`src/rtl/flag_branch_unit_pkg.sv`:
```
// Shared definitions for the WISC flag register / branch resolution path:
// condition codes, flag write masks and the branch FSM state encoding.
package flag_branch_unit_pkg;

    localparam logic [2:0] COND_NEQ    = 3'b000;
    localparam logic [2:0] COND_EQ     = 3'b001;
    localparam logic [2:0] COND_GT     = 3'b010;
    localparam logic [2:0] COND_LT     = 3'b011;
    localparam logic [2:0] COND_GTE    = 3'b100;
    localparam logic [2:0] COND_LTE    = 3'b101;
    localparam logic [2:0] COND_OVFL   = 3'b110;
    localparam logic [2:0] COND_UNCOND = 3'b111;

    // flag_we bit order is {N,Z,V}
    localparam logic [2:0] FWE_ALL  = 3'b111;
    localparam logic [2:0] FWE_Z    = 3'b010;
    localparam logic [2:0] FWE_NONE = 3'b000;

    typedef enum logic [1:0] {
        IDLE    = 2'd0,
        WAIT    = 2'd1,
        RESOLVE = 2'd2
    } state_e;

endpackage

```
`src/rtl/flag_branch_unit_cond_eval.sv`:
```
// Combinational condition-code evaluator: maps (cond, N, Z, V) to taken.
// Shared with the decode-stage predictor checker.
module branch_cond_eval
    import flag_branch_unit_pkg::*;
(
    input  logic [2:0] i_cond,
    input  logic       i_n,
    input  logic       i_z,
    input  logic       i_v,
    output logic       o_taken
);

    always_comb begin
        o_taken = 1'b0;
        case (i_cond)
            COND_NEQ:    o_taken = ~i_z;
            COND_EQ:     o_taken = i_z;
            COND_GT:     o_taken = ~i_z & ~i_n;
            COND_LT:     o_taken = i_n;
            COND_GTE:    o_taken = i_z | (~i_z & ~i_n);
            COND_LTE:    o_taken = i_n | i_z;
            COND_OVFL:   o_taken = i_v;
            COND_UNCOND: o_taken = 1'b1;
            default:     o_taken = 1'b0;
        endcase
    end

endmodule

```
`src/rtl/flag_branch_unit.sv`:
```
// Architectural N/Z/V flag register plus conditional branch resolver.
// Branches wait out in-flight flag writers, then resolve against forwarded flags.
module flag_branch_unit
    import flag_branch_unit_pkg::*;
#(
    parameter int DW    = 16,
    parameter int IMM_W = 9
) (
    input  logic             clk,
    input  logic             rst_n,
    input  logic             alu_n,
    input  logic             alu_z,
    input  logic             alu_v,
    input  logic [2:0]       flag_we,
    input  logic             flag_pend,
    input  logic             br_req,
    output logic             br_rdy,
    input  logic             br_reg,
    input  logic [2:0]       br_cond,
    input  logic [DW-1:0]    br_pc2,
    input  logic [IMM_W-1:0] br_imm,
    input  logic [DW-1:0]    br_rs,
    output logic [2:0]       flags,
    output logic             rd_valid,
    output logic             rd_taken,
    output logic [DW-1:0]    rd_target,
    output logic             flush
);

    state_e          r_state, w_next;
    logic [2:0]      r_flags, w_eff;
    logic [2:0]      r_cond;
    logic [DW-1:0]   r_tgt, r_pc2;
    logic [DW-1:0]   w_imm_sx, w_b_tgt;
    logic            w_taken, w_accept, w_resolve;
    logic            r_rd_valid, r_rd_taken, r_flush;
    logic [DW-1:0]   r_rd_target;

    // Same-cycle flag writes are forwarded into branch evaluation
    assign w_eff     = (flag_we & {alu_n, alu_z, alu_v}) | (~flag_we & r_flags);
    assign w_imm_sx  = {{(DW-IMM_W){br_imm[IMM_W-1]}}, br_imm};
    assign w_b_tgt   = br_pc2 + (w_imm_sx << 1);
    assign w_accept  = (r_state == IDLE) & br_req;
    assign w_resolve = (r_state == RESOLVE);

    branch_cond_eval u_cond (
        .i_cond  (r_cond),
        .i_n     (w_eff[2]),
        .i_z     (w_eff[1]),
        .i_v     (w_eff[0]),
        .o_taken (w_taken)
    );

    always_ff @(posedge clk or negedge rst_n) begin
        if (!rst_n) r_state <= IDLE;
        else        r_state <= w_next;
    end

    always_comb begin
        w_next = r_state;
        case (r_state)
            IDLE:    if (br_req)     w_next = flag_pend ? WAIT : RESOLVE;
            WAIT:    if (!flag_pend) w_next = RESOLVE;
            RESOLVE: w_next = IDLE;
            default: w_next = IDLE;
        endcase
    end

    always_comb begin
        br_rdy = 1'b0;
        if (r_state == IDLE) br_rdy = 1'b1;
    end

    always_ff @(posedge clk or negedge rst_n) begin
        if (!rst_n) begin
            r_flags     <= 3'b000;
            r_cond      <= 3'b000;
            r_tgt       <= '0;
            r_pc2       <= '0;
            r_rd_valid  <= 1'b0;
            r_rd_taken  <= 1'b0;
            r_rd_target <= '0;
            r_flush     <= 1'b0;
        end else begin
            r_flags    <= w_eff;
            r_rd_valid <= w_resolve;
            r_flush    <= w_resolve & w_taken;
            // Target is flag-independent, so it is computed once at accept
            if (w_accept) begin
                r_cond <= br_cond;
                r_pc2  <= br_pc2;
                r_tgt  <= br_reg ? br_rs : w_b_tgt;
            end
            if (w_resolve) begin
                r_rd_taken  <= w_taken;
                r_rd_target <= w_taken ? r_tgt : r_pc2;
            end
        end
    end

    assign flags     = r_flags;
    assign rd_valid  = r_rd_valid;
    assign rd_taken  = r_rd_taken;
    assign rd_target = r_rd_target;
    assign flush     = r_flush;

endmodule

```
`config.mk`:
```
export PLATFORM = sky130hd
export DESIGN_NAME = flag_branch_unit
export DESIGN_NICKNAME = d
export VERILOG_FILES = /design/src/rtl/flag_branch_unit_pkg.sv /design/src/rtl/flag_branch_unit_cond_eval.sv /design/src/rtl/flag_branch_unit.sv
export SDC_FILE = /design/constraint.sdc
export NUM_CORES = 1
export LEC_CHECK = 0
export CORE_AREA = 2 2 71 100
export CTS_CLUSTER_DIAMETER = 200
export DETAILED_ROUTE_END_ITERATION = 6
export DIE_AREA = 0 0 73 102
export PLACE_DENSITY = 0.79
export SYNTH_ARGS = -nofsm -noshare
export SYNTH_HDL_FRONTEND = slang
export SYNTH_SLANG_ARGS = --single-unit
export TNS_END_PERCENT = 100
```
`constraint.sdc`:
```
create_clock -name clk -period 5.49 [get_ports clk]
set_clock_uncertainty 0.15 [all_clocks]
set_input_delay 0.8235 -clock clk [delete_from_list [all_inputs] [get_ports clk]]
set_output_delay 0.8235 -clock clk [all_outputs]
set_load 0.05 [all_outputs]
```
# --- Word level (Yosys, flattened, before mapping) ---
# Cells that the tools add are included.
classes:
  add_sub_neg: 1
  n_eq_ne: 11
  mux: 8
  bitwise: 11
  reduce_logical: 3
ops:
  columns: ["cell", "n"]
  rows:
  - ["$mux 16", 2]
  - ["$add 16x16->16", 1]
  - ["$eq 3x3->1 const B", 4]
  - ["$pmux 1 s8", 1]
  - ["$and 3x3->3", 2]
  - ["$eq 3x2->1 const B", 2]
  - ["$mux 2", 3]
  - ["$ne 2x2->1 const B", 2]
  - ["$pmux 2 s2", 1]
  - ["$and 1x1->1", 3]
  - ["$eq 3x1->1 const B", 1]
  - ["$logic_not 3->1", 1]
  - ["$not 3->3", 1]
  - ["$or 3x3->3", 1]
  - ["$eq 2x1->1 const B", 1]
  - ["$eq 2x2->1 const B", 1]
  - ["$logic_not 2->1", 1]
  - ["$not 1->1", 2]
  - ["$or 1x1->1", 2]
  - ["$reduce_and 2->1", 1]
  - ["$mux 1", 1]
totals:
  reg_bits: 59
  in_bits: 55
  out_inout_bits: 23
  word_cells: 43

# --- Logic depth before layout (Yosys ltp) ---
depth:
  word_depth: 8
  mapped_depth: 9

# --- By module ---
# From an unflattened synthesis, not the netlist that was laid out.
hier_totals:
  cells_unflattened: 357
  hier_area_um2: 3259.4
modules_own_cells:
  columns: ["mod", "n_inst", "cells_per_inst", "area_per_inst_um2"]
  rows:
  - ["flag_branch_unit", 1, 346, 3183.1]
  - ["branch_cond_eval", 1, 11, 76.3]

# --- Worst setup path after synthesis ---
# No wires, ideal clock.
synth_timing:
  kind: "in2reg"
  startpoint: "input port br_pc2[1]"
  endpoint: "register r_tgt[13]"
  setup_time_ns: 0.129
  arrival_ns: 2.318
  t_required_ns: 5.211
  path_slack_ns: 2.893
  cell_stages: 9
  path_buffers: 0
  path_cell_list: "ha_1 > inv_1 > fa_1 > nor2b_1 > o31a_1 > o221ai_1 > o21ai_0 > xnor2_1 > o22ai_1"
synth_via:
  elab_chain_len: 2
synth_rtl:
  columns: ["item", "line_no", "source"]
  rows:
  - ["start: declaration", "flag_branch_unit.sv:20", "input logic [DW-1:0] br_pc2,"]
  - ["$add 16x16->16", "flag_branch_unit.sv:42", "assign w_b_tgt = br_pc2 + (w_imm_sx << 1);"]
  - ["$mux 16", "flag_branch_unit.sv:92", "r_tgt <= br_reg ? br_rs : w_b_tgt;"]
  - ["end signal: assignment", "flag_branch_unit.sv:92", null]
  - ["end: declaration", "flag_branch_unit.sv:33", "logic [DW-1:0] r_tgt, r_pc2;"]
# No other way between the ends.
# A chain may end at the register's enable or synchronous reset.

# --- Final worst setup path ---
# Ends and elaborated chain as after synthesis.

==> results by group <==
STA
  • Setup violators final: 0
  • Setup TNS: 0 ns
  • Tightest Pin Transition: about 1.1 ns
  • RSZ-0062 raised after global routing: no
  • WHS: ~0.33 ns
  • Max-slew headroom: between 20% and 30%
  • Min Tclk post-route: about 3.0 ns
  • Final Hold Viols: 0
  • Fmax: between 300 and 400 MHz
  • Max-slew violation count: 0
  • Final period util: 55.38%

Logic synthesis
  • Main synth FF type: dfrtp_1
  • Share of flip-flops with an asynchronous set or reset: between 90% and 100%
  • Avg Cell Area, Syn: 9.160 um2
  • Yosys cell types: 42
  • Post-synthesis sequential area ratio: roughly 47%
  • Yosys reg bits: between 50 and 60
  • Cells after synthesis: roughly 350
  • Synth warnings: 0
  • Number of synthesized flops with an enable pin: 0
  • Syn Nets: 416
  • Synth Cell Area: around 3200 um2

Drt
  • Initial DRC Count: 213
  • DR pass1 iterations: 4
  • Routed via count: approximately 2700
  • Vias per inst: around 5.5
  • Final WL: 7.374 mm
  • Wirelength per Cell: roughly 15 um
  • ANT nets after route: 0
  • Post-route DRC: 0

Final layout
  • Number of inserted diodes: 0
  • Share of layout cells above drive strength 1: under 10%
  • Total Nets Final: roughly 490
  • Synth-to-Final Area Change: 30.95%

Power
  • P_leak: around 0.0019 uW
  • PD cells: ~380 nW/um2
  • Peak supply drop: 0.0001702 V

Clocking
  • Clock net sink count: 59
  • TritonCTS Buffers: 9
  • Worst-Skew Late Latency: 0.33 ns
  • CTS tree: done
  • H-tree depth: 3
  • CTS clk-pin slew, worst paths: about 0.060 ns
  • Post-CTS sizing: 0
  • Hold_buf cts: 0
  • Post-CTS Repair Setup Buffers: 0
  • Clock Path Buffers: 2
  • Clock Tree Root: clkbuf_8

Global routing
  • Grt ovf: 0
  • First-pass GRT wire length: approximately 12 mm
  • GRT Total Usage: around a fifth
  • Number of global-route vias before repair: approximately 2700
  • Largest net degree at the start of global routing: 60
  • Initial antenna violation count: 0

Hold path
  • Hold Path Class: reg2reg

Placed design
  • Post-DP HPWL: between 5 and 6 mm
  • Routability Congestion: about 0.94
  • Port-buffer cells: 77

Floorplan
  • Initial Util: 48.57%
  • Die width: between 70 and 80 um
  • Core Box Area: approximately 6500 um2
  • Die Y: roughly 100 um
  • Row Count: 35
  • Die area: around 7400 um2
  • I/O pin cnt: roughly 80

Critical path
  • Critical Path End: r_tgt[13]$_DFFE_PN0P_
  • Worst reg2reg setup slack: about 3.2 ns
  • Worst Setup End Kind: flip-flop
  • Worst R2R End: rd_target[7]$_DFFE_PN0P_
  • Startpoint Class: input pin
  • Worst Path Required: about 5.6 ns
  • WP data arrival: slightly above 3 ns
  • Setup CP Type: in2reg
  • Max FO, Critical Path: 4
  • Worst r2r src: flags[2]$_DFF_PN0_
  • Setup crit start: br_pc2[1]
  • Worst Reg2Reg Path Length in Cells: 6

Run
  • Max-cap viol count: 0

Status
  • Status: completed
[state kept, by name (all words and copies together) (netlist names)]
signal,count
flush,1
r_pc2,16
r_state,2
r_tgt,16
flags,3
rd_target,16
rd_valid,1
rd_taken,1
r_cond,3
[Yosys cell counts (2+ instances only)]
cell	count	area, um2
mux2i_1	19	190.2
o21ai_0	33	165.2
o21bai_1	2	15.01
nand4_1	3	18.77
nor2b_1	3	18.77
nand2_1	79	296.5
o21ai_1	12	60.06
xnor2_1	5	43.79
inv_1	9	33.78
nor2_1	17	63.81
a211oi_1	4	30.03
xor2_1	6	52.55
nor3_1	3	15.01
a21oi_1	20	100.1
clkbuf_1	16	60.06
mux2_2	2	22.52
a21o_1	4	30.03
and3_1	4	25.02
o22ai_1	4	25.02
and2_1	2	12.51
nand3b_1	2	15.01
nand2b_1	3	18.77
o21a_1	4	30.03
ha_1	14	175.2
dfrtp_1	59	1476
[logic make-up after synthesis]
logic type               count (synthesis)  share of synthesized area, %
AND/OR/NAND/NOR                        120                         16.07
AO/OA/AOI/OAI                           92                         17.25
flip-flops                              59                         46.59
buffers and inverters                   27                         3.711
multiplexers                            22                         7.185
adder cells (fa/ha/maj)                 15                         6.159
XOR/XNOR                                11                         3.040
[critical path: stages]
cell and delay (ns):
clkdlybuf4s50_1 0.48, ha_1 0.20, inv_1 0.06, fa_1 0.37, nor2b_1 0.22, o31a_1 0.26
o221ai_1 0.19, o21ai_0 0.25, xnor2_1 0.15, o22ai_1 0.09
[per-layer routing]
layer  share of wire [%]  GRT usage, %
met1                  44         26.93
met2                  48         33.19
met3                 5.7         4.241
met4                 2.8         9.687
met5                   0             0
[stage by stage]
stage	cell area, um2	util, %	total power [uW]	setup slack [ns]	cells
floorplan	3169	-	1017	2.893	346
global placement	3959	60.67	1212	2.218	481
detailed placement	3959	60.67	1228	2.127	481
CTS	4150	63.61	1600	2.476	497
global route	4150	63.61	1676	2.277	497
finish	4150	63.61	1588	2.450	497
[worst min path at each step]
stage                              start              endpoint  depth (start not counted)  slack (ns)
floorplan           r_pc2[0]$_DFFE_PN0P_  r_pc2[0]$_DFFE_PN0P_                          2        0.29
global placement    r_pc2[8]$_DFFE_PN0P_  r_pc2[8]$_DFFE_PN0P_                          2        0.31
detailed placement  r_pc2[0]$_DFFE_PN0P_  r_pc2[0]$_DFFE_PN0P_                          2        0.31
CTS                 r_pc2[0]$_DFFE_PN0P_  r_pc2[0]$_DFFE_PN0P_                          2        0.33
global route        rd_taken$_DFFE_PN0P_  rd_taken$_DFFE_PN0P_                          1        0.34
finish              r_pc2[0]$_DFFE_PN0P_  r_pc2[0]$_DFFE_PN0P_                          2        0.33
[cells in the final DEF, fill, tap and decap left out, types with 3 or more instances in the layout]
cell / count
nand2_1: 79
clkdlybuf4s50_1: 76
dfrtp_1: 59
o21ai_0: 33
a21oi_1: 20
mux2i_1: 19
nor2_1: 17
ha_1: 14
clkbuf_8: 13
o21ai_1: 12
inv_1: 9
xor2_1: 6
xnor2_1: 5
a211oi_1: 4
and3_1: 4
o21a_1: 4
a21o_1: 4
o22ai_1: 4
nand2b_1: 3
nor3_1: 3
nand4_1: 3
nor2b_1: 3
[cell type report]
cell class                      instances  area (um2)
Fill cell                             549        2375
Multi-Input combinational cell        260        1575
Sequential cell                        59        1476
Timing Repair Buffer                   79       780.7
Clock buffer                           15       186.4
Tap cell                               74       92.59
Inverter                                9       33.78
Clock inverter                          1       5.005
[report_power, final]
part / internal [uW] / leakage, uW / switching, uW / total, uW
sequential: 538 / 0.000724 / 56.7 / 594
clock: 213 / 0.0000997 / 157 / 370
combinational: 241 / 0.00108 / 383 / 624
(Power assumes the default switching activity.)
